### src/rtl/alut_age_scrubber.sv
// Address-table scrubber: runs the invalidate-aged / invalidate-all commands from the register
// bank by walking every entry through a single-port synchronous RAM.
module alut_age_scrubber #(
  parameter int unsigned NUM_ENTRIES = 16,
  parameter int unsigned AW          = 4
) (
  input  logic          pclk,
  input  logic          p_reset,
  input  logic [1:0]    command,
  input  logic [31:0]   curr_time,
  input  logic [31:0]   best_bfr_age,
  input  logic          add_check_active,
  input  logic [82:0]   mem_rdata,
  output logic          mem_rd,
  output logic          mem_wr,
  output logic [AW-1:0] mem_addr,
  output logic [82:0]   mem_wdata,
  output logic          age_check_active,
  output logic          inval_in_prog,
  output logic [47:0]   lst_inv_addr_cmd,
  output logic [1:0]    lst_inv_port_cmd
);

  localparam logic [2:0] StIdle = 3'd0;
  localparam logic [2:0] StRd   = 3'd1;
  localparam logic [2:0] StWt   = 3'd2;
  localparam logic [2:0] StChk  = 3'd3;
  localparam logic [2:0] StDone = 3'd4;

  localparam logic [1:0] OpAged = 2'b01;
  localparam logic [1:0] OpAll  = 2'b10;

  localparam logic [AW-1:0] LastIdx = AW'(NUM_ENTRIES - 1);

  logic [2:0]    state_q, state_d;
  logic [1:0]    op_q, op_d;
  logic [AW-1:0] index_q, index_d;
  logic          inval_q, inval_d;
  logic [47:0]   lst_addr_q, lst_addr_d;
  logic [1:0]    lst_port_q, lst_port_d;

  logic          entry_valid;
  logic [1:0]    entry_port;
  logic [47:0]   entry_addr;
  logic [31:0]   entry_tstamp;
  logic [31:0]   entry_age;
  logic          entry_aged;
  logic          rd_go;
  logic          hit;

  assign entry_valid  = mem_rdata[82];
  assign entry_port   = mem_rdata[81:80];
  assign entry_addr   = mem_rdata[79:32];
  assign entry_tstamp = mem_rdata[31:0];

  // Modulo subtraction keeps the age correct across a curr_time wrap.
  assign entry_age  = curr_time - entry_tstamp;
  assign entry_aged = entry_age > best_bfr_age;

  // The checker can only pre-empt us before a read is issued; RD->WT->CHK never stalls.
  assign rd_go = (state_q == StRd) && !add_check_active;
  assign hit   = (state_q == StChk) && entry_valid && ((op_q == OpAll) || entry_aged);

  always_comb begin
    state_d    = state_q;
    op_d       = op_q;
    index_d    = index_q;
    inval_d    = inval_q;
    lst_addr_d = lst_addr_q;
    lst_port_d = lst_port_q;

    case (state_q)
      StIdle: begin
        if ((command == OpAged) || (command == OpAll)) begin
          op_d    = command;
          index_d = '0;
          inval_d = 1'b1;
          state_d = StRd;
        end
      end
      StRd: begin
        if (rd_go) begin
          state_d = StWt;
        end
      end
      StWt: begin
        state_d = StChk;
      end
      StChk: begin
        if (hit) begin
          lst_addr_d = entry_addr;
          lst_port_d = entry_port;
        end
        if (index_q == LastIdx) begin
          state_d = StDone;
        end else begin
          index_d = index_q + AW'(1);
          state_d = StRd;
        end
      end
      StDone: begin
        inval_d = 1'b0;
        state_d = StIdle;
      end
      default: begin
        inval_d = 1'b0;
        state_d = StIdle;
      end
    endcase
  end

  always_ff @(posedge pclk or posedge p_reset) begin
    if (p_reset) begin
      state_q    <= StIdle;
      op_q       <= 2'b00;
      index_q    <= '0;
      inval_q    <= 1'b0;
      lst_addr_q <= '0;
      lst_port_q <= '0;
    end else begin
      state_q    <= state_d;
      op_q       <= op_d;
      index_q    <= index_d;
      inval_q    <= inval_d;
      lst_addr_q <= lst_addr_d;
      lst_port_q <= lst_port_d;
    end
  end

  // Strobes are decoded from state, so an asynchronous reset drops them in the same cycle.
  always_comb begin
    mem_rd           = rd_go;
    mem_wr           = hit;
    mem_addr         = (rd_go || hit) ? index_q : '0;
    mem_wdata        = hit ? {1'b0, mem_rdata[81:0]} : '0;
    age_check_active = rd_go || (state_q == StWt) || (state_q == StChk);
    inval_in_prog    = inval_q;
    lst_inv_addr_cmd = lst_addr_q;
    lst_inv_port_cmd = lst_port_q;
  end

endmodule

### config.mk
export PLATFORM = sky130hd
export DESIGN_NAME = alut_age_scrubber
export DESIGN_NICKNAME = d
export VERILOG_FILES = /design/src/rtl/alut_age_scrubber.sv
export SDC_FILE = /design/constraint.sdc
export NUM_CORES = 1
export LEC_CHECK = 0
export CORE_ASPECT_RATIO = 0.8
export CORE_MARGIN = 5
export CORE_UTILIZATION = 40
export DETAILED_ROUTE_END_ITERATION = 7
export PLACE_DENSITY = 0.92
export SKIP_LAST_GASP = 1
export SLEW_MARGIN = 20
export SYNTH_ARGS = -nofsm -noshare
export SYNTH_HDL_FRONTEND = slang
export SYNTH_SLANG_ARGS = --single-unit
### constraint.sdc
create_clock -name pclk -period 10.85 [get_ports pclk]
set_clock_uncertainty 0.1 [all_clocks]
set_input_delay 1.6275 -clock pclk [delete_from_list [all_inputs] [get_ports pclk]]
set_output_delay 1.6275 -clock pclk [all_outputs]
set_load 0.02 [all_outputs]
# ---- Word-level counts from Yosys, hierarchy flattened
# Index checks and enable logic that the tools add are counted.
dict set report totals {
  word_cells 48
  inputBits 152
  reg_bits 60
}
dict set report classes {
  eq_ne 10
  n_addsub 2
  n_bitwise 1
  n_lt_le_gt_ge 1
  reduce_logical 17
  n_mux 11
}
# cell count
set op_table {}
lappend op_table {{$mux 82} 1}
lappend op_table {{$gt 32x32->1} 1}
lappend op_table {{$sub 32x32->32} 1}
lappend op_table {{$mux 4} 3}
lappend op_table {{$pmux 3 s4} 1}
lappend op_table {{$mux 3} 3}
lappend op_table {{$pmux 4 s2} 1}
lappend op_table {{$reduce_and 2->1} 4}
lappend op_table {{$eq 3x2->1 const B} 2}
lappend op_table {{$ne 2x2->1 const B} 3}
lappend op_table {{$logic_or 1x1->1} 5}
lappend op_table {{$add 4x1->4 const B} 1}
lappend op_table {{$eq 2x2->1 const B} 2}
lappend op_table {{$eq 4x4->1 const B} 1}
lappend op_table {{$eq 3x1->1 const B} 1}
lappend op_table {{$logic_and 1x1->1} 3}
lappend op_table {{$logic_not 3->1} 1}
lappend op_table {{$reduce_and 3->1} 1}
lappend op_table {{$reduce_or 3->1} 1}
lappend op_table {{$eq 2x1->1 const B} 1}
lappend op_table {{$pmux 1 s2} 1}
lappend op_table {{$reduce_bool 2->1} 1}
lappend op_table {{$logic_not 1->1} 1}
lappend op_table {{$mux 1} 1}
lappend op_table {{$not 1->1} 1}

# ---- Longest topological paths before layout
# Gate-level depths: netlist (run 1).
dict set report depth {
  ltp_word 6
  mapped_depth 22
}

# ---- Worst setup path before layout (run 1)
# OpenSTA, ideal clock, no wires.
dict set report synth_timing {
  kind {input port to output port}
  start {input curr_time[0]}
  end {output mem_wdata[75]}
  t_required_ns 9.123
  cell_stages 21
  arrival_ns 5.870
  setup_slack_ns 3.252
  cell_sequence {inv_1 ha_1 inv_1 fa_1 a21o_1 nand4_1 a31o_2 a21oi_1 o31ai_1 a31oi_1 a221oi_1 xnor2_1 ha_1 nand4_1 or2_1 nor3_1 a211oi_1 nor3_2 buf_2 clkbuf_1 and2_1}
}
dict set report synth_between {
  elab_chain_cells 5
}
# element line
set synth_lines {}
lappend synth_lines {{start, declared} 10} ;# input logic [31:0] curr_time,
lappend synth_lines {{$sub 32x32->32} 57} ;# assign entry_age = curr_time - entry_tstamp;
lappend synth_lines {{$gt 32x32->1} 58} ;# assign entry_aged = entry_age > best_bfr_age;
lappend synth_lines {{$logic_or 1x1->1} 62} ;# assign hit = (state_q == StChk) && entry_valid && ((op_q == OpAll) || entry_aged);
lappend synth_lines {{$logic_and 1x1->1} 62}
lappend synth_lines {{via mem_wr} 15} ;# output logic mem_wr,
lappend synth_lines {{$mux 82} 135} ;# mem_wdata = hit ? {1'b0, mem_rdata[81:0]} : '0;
lappend synth_lines {{end, declared} 17} ;# output logic [82:0] mem_wdata,
# The timed path passes the listed nets, and every way through them passes these cells.

# ---- Worst setup path in the final report (run 1)
dict set report layout_timing {
  start {input mem_rdata[0]}
  end {output mem_wdata[77]}
}
dict set report layout_between {
  elab_chain_cells 5
}
# element line
set layout_lines {}
lappend layout_lines {{start, declared} 13} ;# input logic [82:0] mem_rdata,
lappend layout_lines {{$sub 32x32->32} 57}
lappend layout_lines {{$gt 32x32->1} 58}
lappend layout_lines {{$logic_or 1x1->1} 62}
lappend layout_lines {{$logic_and 1x1->1} 62}
lappend layout_lines {{$mux 82} 135}
# No other way between the ends.

==> qor.txt, run 1 <==
Remaining Overflow, GRT = 0
Max frequency = 0.1107 GHz
Largest net degree at the start of global routing = 107
Hold Vio Cnt, Final = 0
# resized after CTS = 0
Post-DP Area = 8552 um^2
VDD IR-drop max = 0.1387 mV
Area leader, netlist = dfrtp_1
Worst skew pair latency = 0.33 ns
Wire per inst = 18.27 um
Vias per Instance = 5.210
Outcome = complete, no violations
Detail Route Antenna Nets = 0
Starting Density = 40.59%
Register-to-Register Setup Slack = 8.05 ns
CP Launch Type = primary input
Die height = 114.5 um
Layout cells sized above 1 = 8.287%
Synth cell types = 54
CTS tree = yes
RSZ-0062 raised after global routing = false
Flops & latches, synth = 60
Clock-pin transition on the worst setup and hold timing paths = 0.05 ns
Fin crit share = 83.27%
Async S/R FF share, synth = 100.0%
Setup violators final = 0
EDFF count, synth = 0
RePlAce Congestion = 0.8929
Minimum clock period = 9.035 ns
Port Buffers = 291
Setup WS pre-CTS = 1.910 ns
Fill cells = 1029
Ys flop type = dfrtp_1
Core area = 13460 um^2
Yosys top cell area share = 27.49%
Die Width = 140.6 um
Fin util = 65.86%
Static Leak = 0.003896 uW
Clk sinks = 60
I/O Pins = 293
Worst-Margin Slew = 0.7525 ns
DR iter-0 viols = 359
Final net count = 1117
Most common cell in the netlist = inv_1
Multi-input gate area = 3611 um^2
DRT Wirelength = 19820 um
# hold bufs at CTS = 0
Area growth from synthesis to layout = 62.27%
Tot GR Track Use = 23.64%
Arrival time at the worst endpoint = 7.31 ns
1st-pass router iterations = 5
H-tree depth = 3
Pwr Density = 187.7 nW/um^2
CTS max path bufs = 2
Vias in the first global route = 5867
TritonCTS Buffers = 9
Initial antenna violation count = 0
Crit Path Category = in -> out
Row cnt = 38
First-pass GRT wire length = 30760 um
Pins Over Slew Limit = 0
Register area = 1501 um^2
Maxcap violations = 0
Vias = 5653
Syn Area/Cell = 8.766 um^2
Final worst setup slack = 1.815 ns
Synth cell count leaders = inv_1 (69), ha_1 (64), dfrtp_1 (60), and2_1 (55), mux2_2 (44)
Register area share after synthesis = 27.49%
Synth warnings = 0
DRC viols = 0
Critical Path RT = 9.12 ns
Setup tns final = 0 ns
Min-delay worst type = reg -> reg
Die area = 16110 um^2
Hpwl dp = 16140 um
Fin area = 8862 um^2
Mapped Cells = 623
Post-CTS Setup Repair Bufs = 0
Number of diodes = 0
Synthesized Nets = 840
Critical path fanouts, max = 106
Clock root buffer = clkbuf_16
Max_slew headroom = 49.84%
Dominant cells by area after synthesis = dfrtp_1 (27%), ha_1 (15%), mux2_2 (9.1%)
Synth Cell Area = 5461 um^2
CP endpoint kind = output port
-- worst max-delay path: stages --
cell and delay (ns):
clkdlybuf4s50_1 0.48, ha_1 0.17, inv_1 0.06, fa_1 0.40
a21o_1 0.19, nand4_1 0.10, a31o_2 0.21, a21oi_1 0.10
o31ai_1 0.58, a31oi_1 0.23, a221oi_1 0.35, xnor2_1 0.11
ha_1 0.30, nand4_1 0.14, or2_1 0.26, nor3_1 0.38
a211oi_4 0.13, nor3_4 0.19, buf_12 0.39, and2_1 0.23
clkdlybuf4s50_1 0.63
-- logic make-up after synthesis --
logic type	Yosys count	share of synthesized area (%)
AOI/OAI and AO/OA	128	15.14
xor gates and xnor gates	32	5.132
adders and majority gates	65	15.03
buffers and inverters	98	6.942
DFF	60	27.49
muxes	52	10.68
other	1	0.06866
and+or+nand+nor	187	19.52
-- sequential cells by signal, summed over array words and instances, names as in the netlist --
register,cells
index_q,4
inval_in_prog,1
lst_inv_addr_cmd,48
lst_inv_port_cmd,2
op_q,2
state_q,3
-- path summary, 6_finish.rpt --
check                                        to                  from  cells past startpoint
setup / recovery                  mem_wdata[77]          mem_rdata[0]                     21
hold / removal             lst_inv_addr_cmd[41]  lst_inv_addr_cmd[41]                      1
setup reg to reg            lst_inv_addr_cmd[8]            state_q[1]                      6
hold reg to reg            lst_inv_addr_cmd[41]  lst_inv_addr_cmd[41]                      1
max in group asynchronous         inval_in_prog               p_reset                      3
min in group asynchronous  lst_inv_addr_cmd[40]               p_reset                      3
-- routing by layer --
metal | share of wire, % | global-route usage, %
met3 | 6.6 | 6.054
met1 | 40 | 28.34
met5 | 0 | 0
met2 | 50 | 41.61
met4 | 3.0 | 7.553
-- report_power, final --
part / switching (uW) / total (uW) / internal (uW)
Sequential: 65.1 / 394 / 329
Combinational: 494 / 978 / 484
Clock: 106 / 291 / 185
Total: 665 / 1660 / 998
-- through the flow --
step                cells  total power [uW]  hold WS, ns
finish               1085              1663       0.3802
detailed placement   1069              1371       0.3737
floorplan             623             915.7       0.3977
global route         1085              1753       0.3935
CTS                  1085              1673       0.3851
global placement     1069              1340       0.3663
-- area by class of cell --
class / instances / share of cell area (%)
inverters: 69 / 2.922
repair buffers: 295 / 33.35
flip-flops and latches: 60 / 16.94
well taps: 180 / 2.541
clock buffers: 10 / 2.697
clock inverters: 6 / 0.8047
multi-input cells: 465 / 40.75
-- cells in the final DEF (no fill, tap or decap), types with 23 or more instances in the layout --
cell             Yosys  layout
nor4_1              31      31
dfrtp_1             60      60
and2_1              55      55
nand2_1             24      23
a21o_1              25      25
clkdlybuf4s50_1      0     291
a21oi_1             42      42
inv_1               69      68
mux2_2              44      44
ha_1                64      64
No activity file was read; power rests on OpenSTA's default activity.
==> inputs of run 2 (changes only) <==
==> constraint.sdc (replaced) <==
create_clock -name pclk -period 9.1 [get_ports pclk]
set_clock_uncertainty 0.1 [all_clocks]
set_input_delay 1.365 -clock pclk [delete_from_list [all_inputs] [get_ports pclk]]
set_output_delay 1.365 -clock pclk [all_outputs]
set_load 0.02 [all_outputs]
==> run 2 against run 1 <==
Cell area hardly changed. Count of clock-buffer cells in the layout increased by 1. Critical path depth unchanged. Clock power is 6% higher. Non-clock buffer count rose by 2. Global-route usage shrank 0.60 points. Combinational power rose by 20%. Register-to-register slack got worse by 1.3 ns. Final cell count up 0.18%. Worst setup slack worse by 1.1 ns. Largest cell class unchanged. Largest power group unchanged.
==> qor.txt, run 2 (synthesized netlist as in run 1, its figures left out) <==
Outcome = complete, no violations (unchanged)
Crit Path Category = in -> out (unchanged)
I/O Pins = 293 (unchanged)
Vias = 5591 (was 5653)
Largest net degree at the start of global routing = 61 (was 107)
Fin crit share = 92.48%
Starting Density = 40.59% (unchanged)
H-tree depth = 3 (unchanged)
RePlAce Congestion = 0.9136 (was 0.8929)
Hpwl dp = 16010 um (was 16140 um)
Sw Pwr = 775.1 uW (was 665.1 uW)
CP endpoint kind = output port (unchanged)
Max reg flops = 48 (unchanged)
Arrival time at the worst endpoint = 6.95 ns (was 7.31 ns)
Wire per inst = 17.75 um (was 18.27 um)
TritonCTS Buffers = 9 (unchanged)
Minimum clock period = 8.416 ns
Setup violators final = 0 (unchanged)
Die Width = 140.6 um (unchanged)
Seq pwr share = 24.1% (was 23.7%)
CTS tree = yes (unchanged)
Max frequency = 0.1188 GHz
Multi-input gate area = 3608 um^2 (was 3611 um^2)
CTS max path bufs = 2 (unchanged)
Detail Route Antenna Nets = 0 (unchanged)
Fill cells = 1051 (was 1029)
First-pass GRT wire length = 29860 um (was 30760 um)
Post-CTS Setup Repair Bufs = 0 (unchanged)
Area growth from synthesis to layout = 62.18% (was 62.27%)
# hold bufs at CTS = 0 (unchanged)
Clock root buffer = clkbuf_16 (unchanged)
Vias in the first global route = 5823 (was 5867)
Die area = 16110 um^2 (unchanged)
Pins Over Slew Limit = 0 (unchanged)
Remaining Overflow, GRT = 0 (unchanged)
Worst-Margin Slew = 0.7575 ns (was 0.7525 ns)
Port Buffers = 291 (unchanged)
Static Leak = 0.003896 uW (about the same)
Commonest non-fill, non-tap cell in the layout = clkdlybuf4s50_1 (unchanged)
Max_slew headroom = 49.50% (was 49.84%)
Initial antenna violation count = 1 (was 0)
Worst skew pair latency = 0.32 ns (was 0.33 ns)
Die height = 114.5 um (unchanged)
Row cnt = 38 (unchanged)
VDD IR-drop max = 0.1744 mV (was 0.1387 mV)
1st-pass router iterations = 5 (unchanged)
Hold Vio Cnt, Final = 0 (unchanged)
Placed cell count = 1071 (was 1069)
CP Launch Type = primary input (unchanged)
Critical Path RT = 7.64 ns (was 9.12 ns)
Final net count = 1119 (was 1117)
DRT Wirelength = 19290 um (was 19820 um)
Maxcap violations = 0 (unchanged)
Non-filler cells, final = 1087 (was 1085)
Pwr Density = 219.6 nW/um^2 (was 187.7 nW/um^2)
Register area = 1501 um^2 (unchanged)
Layout cells sized above 1 = 8.278% (was 8.287%)
Core area = 13460 um^2 (unchanged)
Min-delay worst type = reg -> reg (unchanged)
Commonest non-fill, non-tap cells in the layout = clkdlybuf4s50_1 (291), inv_1 (68), ha_1 (64), dfrtp_1 (60), and2_1 (55) (unchanged)
Clock group share of total power = 15.8% (was 17.5%)
Int Pwr = 1170 uW (was 998.1 uW)
Vias per Instance = 5.144 (was 5.210)
RSZ-0062 raised after global routing = false (unchanged)
Clk sinks = 60 (unchanged)
Clock-pin transition on the worst setup and hold timing paths = 0.05 ns (about the same)
Sw Share = 39.84% (was 39.99%)
Critical path fanouts, max = 56 (was 106)
Setup tns final = 0 ns (unchanged)
Gate power share = 60.1% (was 58.8%)
# resized after CTS = 0 (unchanged)
DRC viols = 0 (unchanged)
DR iter-0 viols = 375 (was 359)
Tot GR Track Use = 23.04% (was 23.64%)
-- run 2: worst paths after layout --
path / from / end / slack [ns] / depth (start not counted)
hold / removal: lst_inv_addr_cmd[42] / lst_inv_addr_cmd[42] / 0.39 / 1
max in group asynchronous: p_reset / op_q[1] / 6.92 / 3
setup / recovery: mem_rdata[0] / mem_wdata[51] / 0.68 / 21
hold reg to reg: lst_inv_addr_cmd[42] / lst_inv_addr_cmd[42] / 0.39 / 1
min in group asynchronous: p_reset / lst_inv_addr_cmd[10] / 1.48 / 3
setup reg to reg: state_q[1] / lst_inv_addr_cmd[9] / 6.76 / 6
-- run 2: area by class of cell --
| cell class | count | area share [%] |
|---|---|---|
| Sequential cell | 60 | 16.95 |
| Clock inverter | 4 | 0.2825 |
| Inverter | 69 | 2.924 |
| Timing Repair Buffer | 297 | 33.68 |
| Multi-Input combinational cell | 465 | 40.74 |
| Tap cell | 180 | 2.543 |
| Clock buffer | 11 | 2.854 |
| Antenna cell | 1 | 0.02825 |
-- run 2: layer usage --
layer | share of wire [%] | up-vias | track usage [%]
met4 | 2.7 | 0 | 7.489
met5 | 0 | - | 0
met3 | 6.6 | 33 | 5.094
met1 | 41 | 2588 | 28.23
li1 | - | 2757 | -
met2 | 50 | 213 | 40.37
-- run 2: per-stage QoR --
| stage | cell area (um^2) | power (uW) | utilization (%) | hold slack (ns) | setup slack [ns] |
|---|---|---|---|---|---|
| after floorplan | 5461 | 1092 | - | 0.3977 | 2.027 |
| after global placement | 8577 | 1607 | 63.74 | 0.3685 | 0.8155 |
| after detailed placement | 8577 | 1642 | 63.74 | 0.3781 | 0.6858 |
| after CTS | 8855 | 1965 | 65.81 | 0.3957 | 0.6720 |
| after global routing | 8857 | 2064 | 65.83 | 0.4154 | 0.1847 |
| final | 8857 | 1945 | 65.83 | 0.3885 | 0.6844 |
-- run 2: worst max-delay path, cell delays in order --
cell	delay (ns)
clkdlybuf4s50_1	0.51
ha_1	0.17
inv_1	0.05
fa_1	0.41
a21o_1	0.20
nand4_1	0.11
a31o_2	0.21
a21oi_1	0.10
o31ai_1	0.52
a31oi_1	0.23
a221oi_1	0.35
xnor2_1	0.11
ha_1	0.30
nand4_1	0.11
or2_1	0.25
nor3_1	0.38
a211oi_4	0.13
nor3_4	0.30
buf_12	0.30
and2_1	0.19
clkdlybuf4s50_1	0.63
-- run 2: power by group through the flow --
stage                     combinational [uW]  clock [uW]  sequential (uW)
final                                   1170         308              469
after global routing                    1250         327              486
after CTS                               1180         316              470
after detailed placement                1170           0              471
after global placement                  1150           0              461
after floorplan                          496           0              596
==> inputs of run 3 (changes only) <==
==> constraint.sdc (replaced) <==
create_clock -name pclk -period 10.6 [get_ports pclk]
set_clock_uncertainty 0.1 [all_clocks]
set_input_delay 1.59 -clock pclk [delete_from_list [all_inputs] [get_ports pclk]]
set_output_delay 1.59 -clock pclk [all_outputs]
set_load 0.02 [all_outputs]
==> run 3 against run 2 <==
Worst setup slack better by 0.97 ns. Clock power is 5% higher. Combinational power is 15% lower. Via count is 2.6% higher. Wire length is 4.4% higher. Final cell count is 0.18% lower. Power is 11% lower. Global-route usage is 0.76 points higher. Sequential share of layout area is 0.060 points lower. Non-clock buffer count is 2 lower. Critical path depth stayed put. Critical path type unchanged. Critical endpoint is now mem_wdata[41]. Largest cell class unchanged. Largest power group unchanged.
==> qor.txt, run 3 (synthesized netlist as in run 1, its figures left out) <==
Critical Path RT = 8.91 ns (was 7.64 ns)
Fin util = 66.06% (was 65.83%)
CP Launch Type = primary input (unchanged)
Vias = 5736 (was 5591)
TritonCTS Buffers = 9 (unchanged)
Vias in the first global route = 5935 (was 5823)
Hold Vio Cnt, Final = 0 (unchanged)
Post-DP Area = 8552 um^2 (was 8577 um^2)
Port Buffers = 291 (unchanged)
Minimum clock period = 8.944 ns
VDD IR-drop max = 0.1541 mV (was 0.1744 mV)
Die area = 16110 um^2 (unchanged)
Number of diodes = 0 (was 1)
Post-CTS Setup Repair Bufs = 0 (unchanged)
RePlAce Congestion = 0.9000 (was 0.9136)
Remaining Overflow, GRT = 0 (unchanged)
Clk sinks = 60 (unchanged)
Maxcap violations = 0 (unchanged)
Outcome = complete, no violations (unchanged)
Starting Density = 40.59% (unchanged)
Critical path fanouts, max = 106 (was 56)
Die Width = 140.6 um (unchanged)
Pwr Density = 194.7 nW/um^2 (was 219.6 nW/um^2)
Worst-Margin Slew = 0.7520 ns (was 0.7575 ns)
DRT Wirelength = 20130 um (was 19290 um)
Fin area = 8889 um^2 (was 8857 um^2)
Initial antenna violation count = 0 (was 1)
Final net count = 1117 (was 1119)
Clock-pin transition on the worst setup and hold timing paths = 0.05 ns (about the same)
CP endpoint kind = output port (unchanged)
Layout cells sized above 1 = 8.287% (was 8.278%)
Fill cells = 1042 (was 1051)
Max reg flops = 48 (unchanged)
CTS tree = yes (unchanged)
Pins Over Slew Limit = 0 (unchanged)
Detail Route Antenna Nets = 0 (unchanged)
DRC viols = 0 (unchanged)
I/O Pins = 293 (unchanged)
Fin crit share = 84.38%
Hold Slack = 0.3832 ns (was 0.3885 ns)
Setup tns final = 0 ns (unchanged)
Area growth from synthesis to layout = 62.75% (was 62.18%)
Arrival time at the worst endpoint = 7.25 ns (was 6.95 ns)
Min-delay worst type = reg -> reg (unchanged)
Die height = 114.5 um (unchanged)
Hpwl dp = 16260 um (was 16010 um)
Largest net degree at the start of global routing = 107 (was 61)
Worst skew pair latency = 0.33 ns (was 0.32 ns)
Row cnt = 38 (unchanged)
Commonest non-fill, non-tap cells in the layout = clkdlybuf4s50_1 (291), inv_1 (68), ha_1 (64), dfrtp_1 (60), and2_1 (55) (unchanged)
Setup violators final = 0 (unchanged)
Tot GR Track Use = 23.80% (was 23.04%)
Register area = 1501 um^2 (unchanged)
First-pass GRT wire length = 30480 um (was 29860 um)
Core area = 13460 um^2 (unchanged)
H-tree depth = 3 (unchanged)
Final Power = 1730 uW (was 1945 uW)
Max frequency = 0.1118 GHz
Max_slew headroom = 49.69% (was 49.50%)
# resized after CTS = 0 (unchanged)
Commonest non-fill, non-tap cell in the layout = clkdlybuf4s50_1 (unchanged)
Wire per inst = 18.55 um (was 17.75 um)
Multi-input gate area = 3611 um^2 (was 3608 um^2)
CTS max path bufs = 2 (unchanged)
RSZ-0062 raised after global routing = false (unchanged)
Static Leak = 0.003919 uW (was 0.003896 uW)
Vias per Instance = 5.287 (was 5.144)
1st-pass router iterations = 8 (was 5)
Clock root buffer = clkbuf_16 (unchanged)
# hold bufs at CTS = 0 (unchanged)
DR iter-0 viols = 287 (was 375)
Crit Path Category = in -> out (unchanged)
==> run 3: cell types whose count changed in the layout (fill, tap and decap cells not counted) <==
cell,delta
clkinvlp_4,-2
nand2_1,-1
bufinv_16,+2
diode_2,-1
clkbuf_8,+1
nand2_2,+1
buf_4,-1
buf_12,-1
==> run 3: stage by stage <==
step | worst slack (ns) | std cells
floorplan | 3.077 | 623
finish | 1.656 | 1085
global placement | 1.806 | 1069
CTS | 1.669 | 1085
detailed placement | 1.682 | 1069
global route | 1.336 | 1085
==> run 3: routing by layer <==
layer  routed length [um]  track usage [%]
met1                 8078            27.68
met2                 9897            41.49
met3                 1377            6.472
met4                  750            9.684
met5                   27            1.548
==> run 3: path summary, 6_finish.rpt <==
check                                startpoint  cells after the start  slack [ns]                   end
max                                mem_rdata[0]                     21        1.66         mem_wdata[41]
min                        lst_inv_addr_cmd[38]                      1        0.38  lst_inv_addr_cmd[38]
max reg2reg                          state_q[1]                      6        7.74   lst_inv_addr_cmd[7]
min reg2reg                lst_inv_addr_cmd[38]                      1        0.38  lst_inv_addr_cmd[38]
max in group asynchronous               p_reset                      3        8.21  lst_inv_addr_cmd[10]
min in group asynchronous               p_reset                      3        1.70  lst_inv_addr_cmd[13]
==> run 3: final cells by class <==
type	count	area share (%)
inverters	69	2.914
multi-input cells	465	40.62
flip-flops and latches	60	16.89
clock inverters	4	0.7883
well taps	180	2.534
repair buffers	295	33.25
clock buffers	12	2.998
==> run 3: where the power goes <==
group          leakage, uW  switching, uW  internal [uW]
clock             0.000169            100            224
sequential        0.000718           67.7            337
combinational      0.00303            506            495
==> run 3: worst max-delay path, stage by stage <==
cell and delay, ns:
clkdlybuf4s50_1 0.49, ha_1 0.17, inv_1 0.05, fa_1 0.41, a21o_1 0.18, nand4_1 0.11, a31o_2 0.20, a21oi_1 0.10
o31ai_1 0.55, a31oi_1 0.23, a221oi_1 0.35, xnor2_1 0.11, ha_1 0.31, nand4_1 0.13, or2_1 0.26, nor3_1 0.40
a211oi_4 0.13, nor3_4 0.19, buf_12 0.40, and2_1 0.21, clkdlybuf4s50_1 0.63
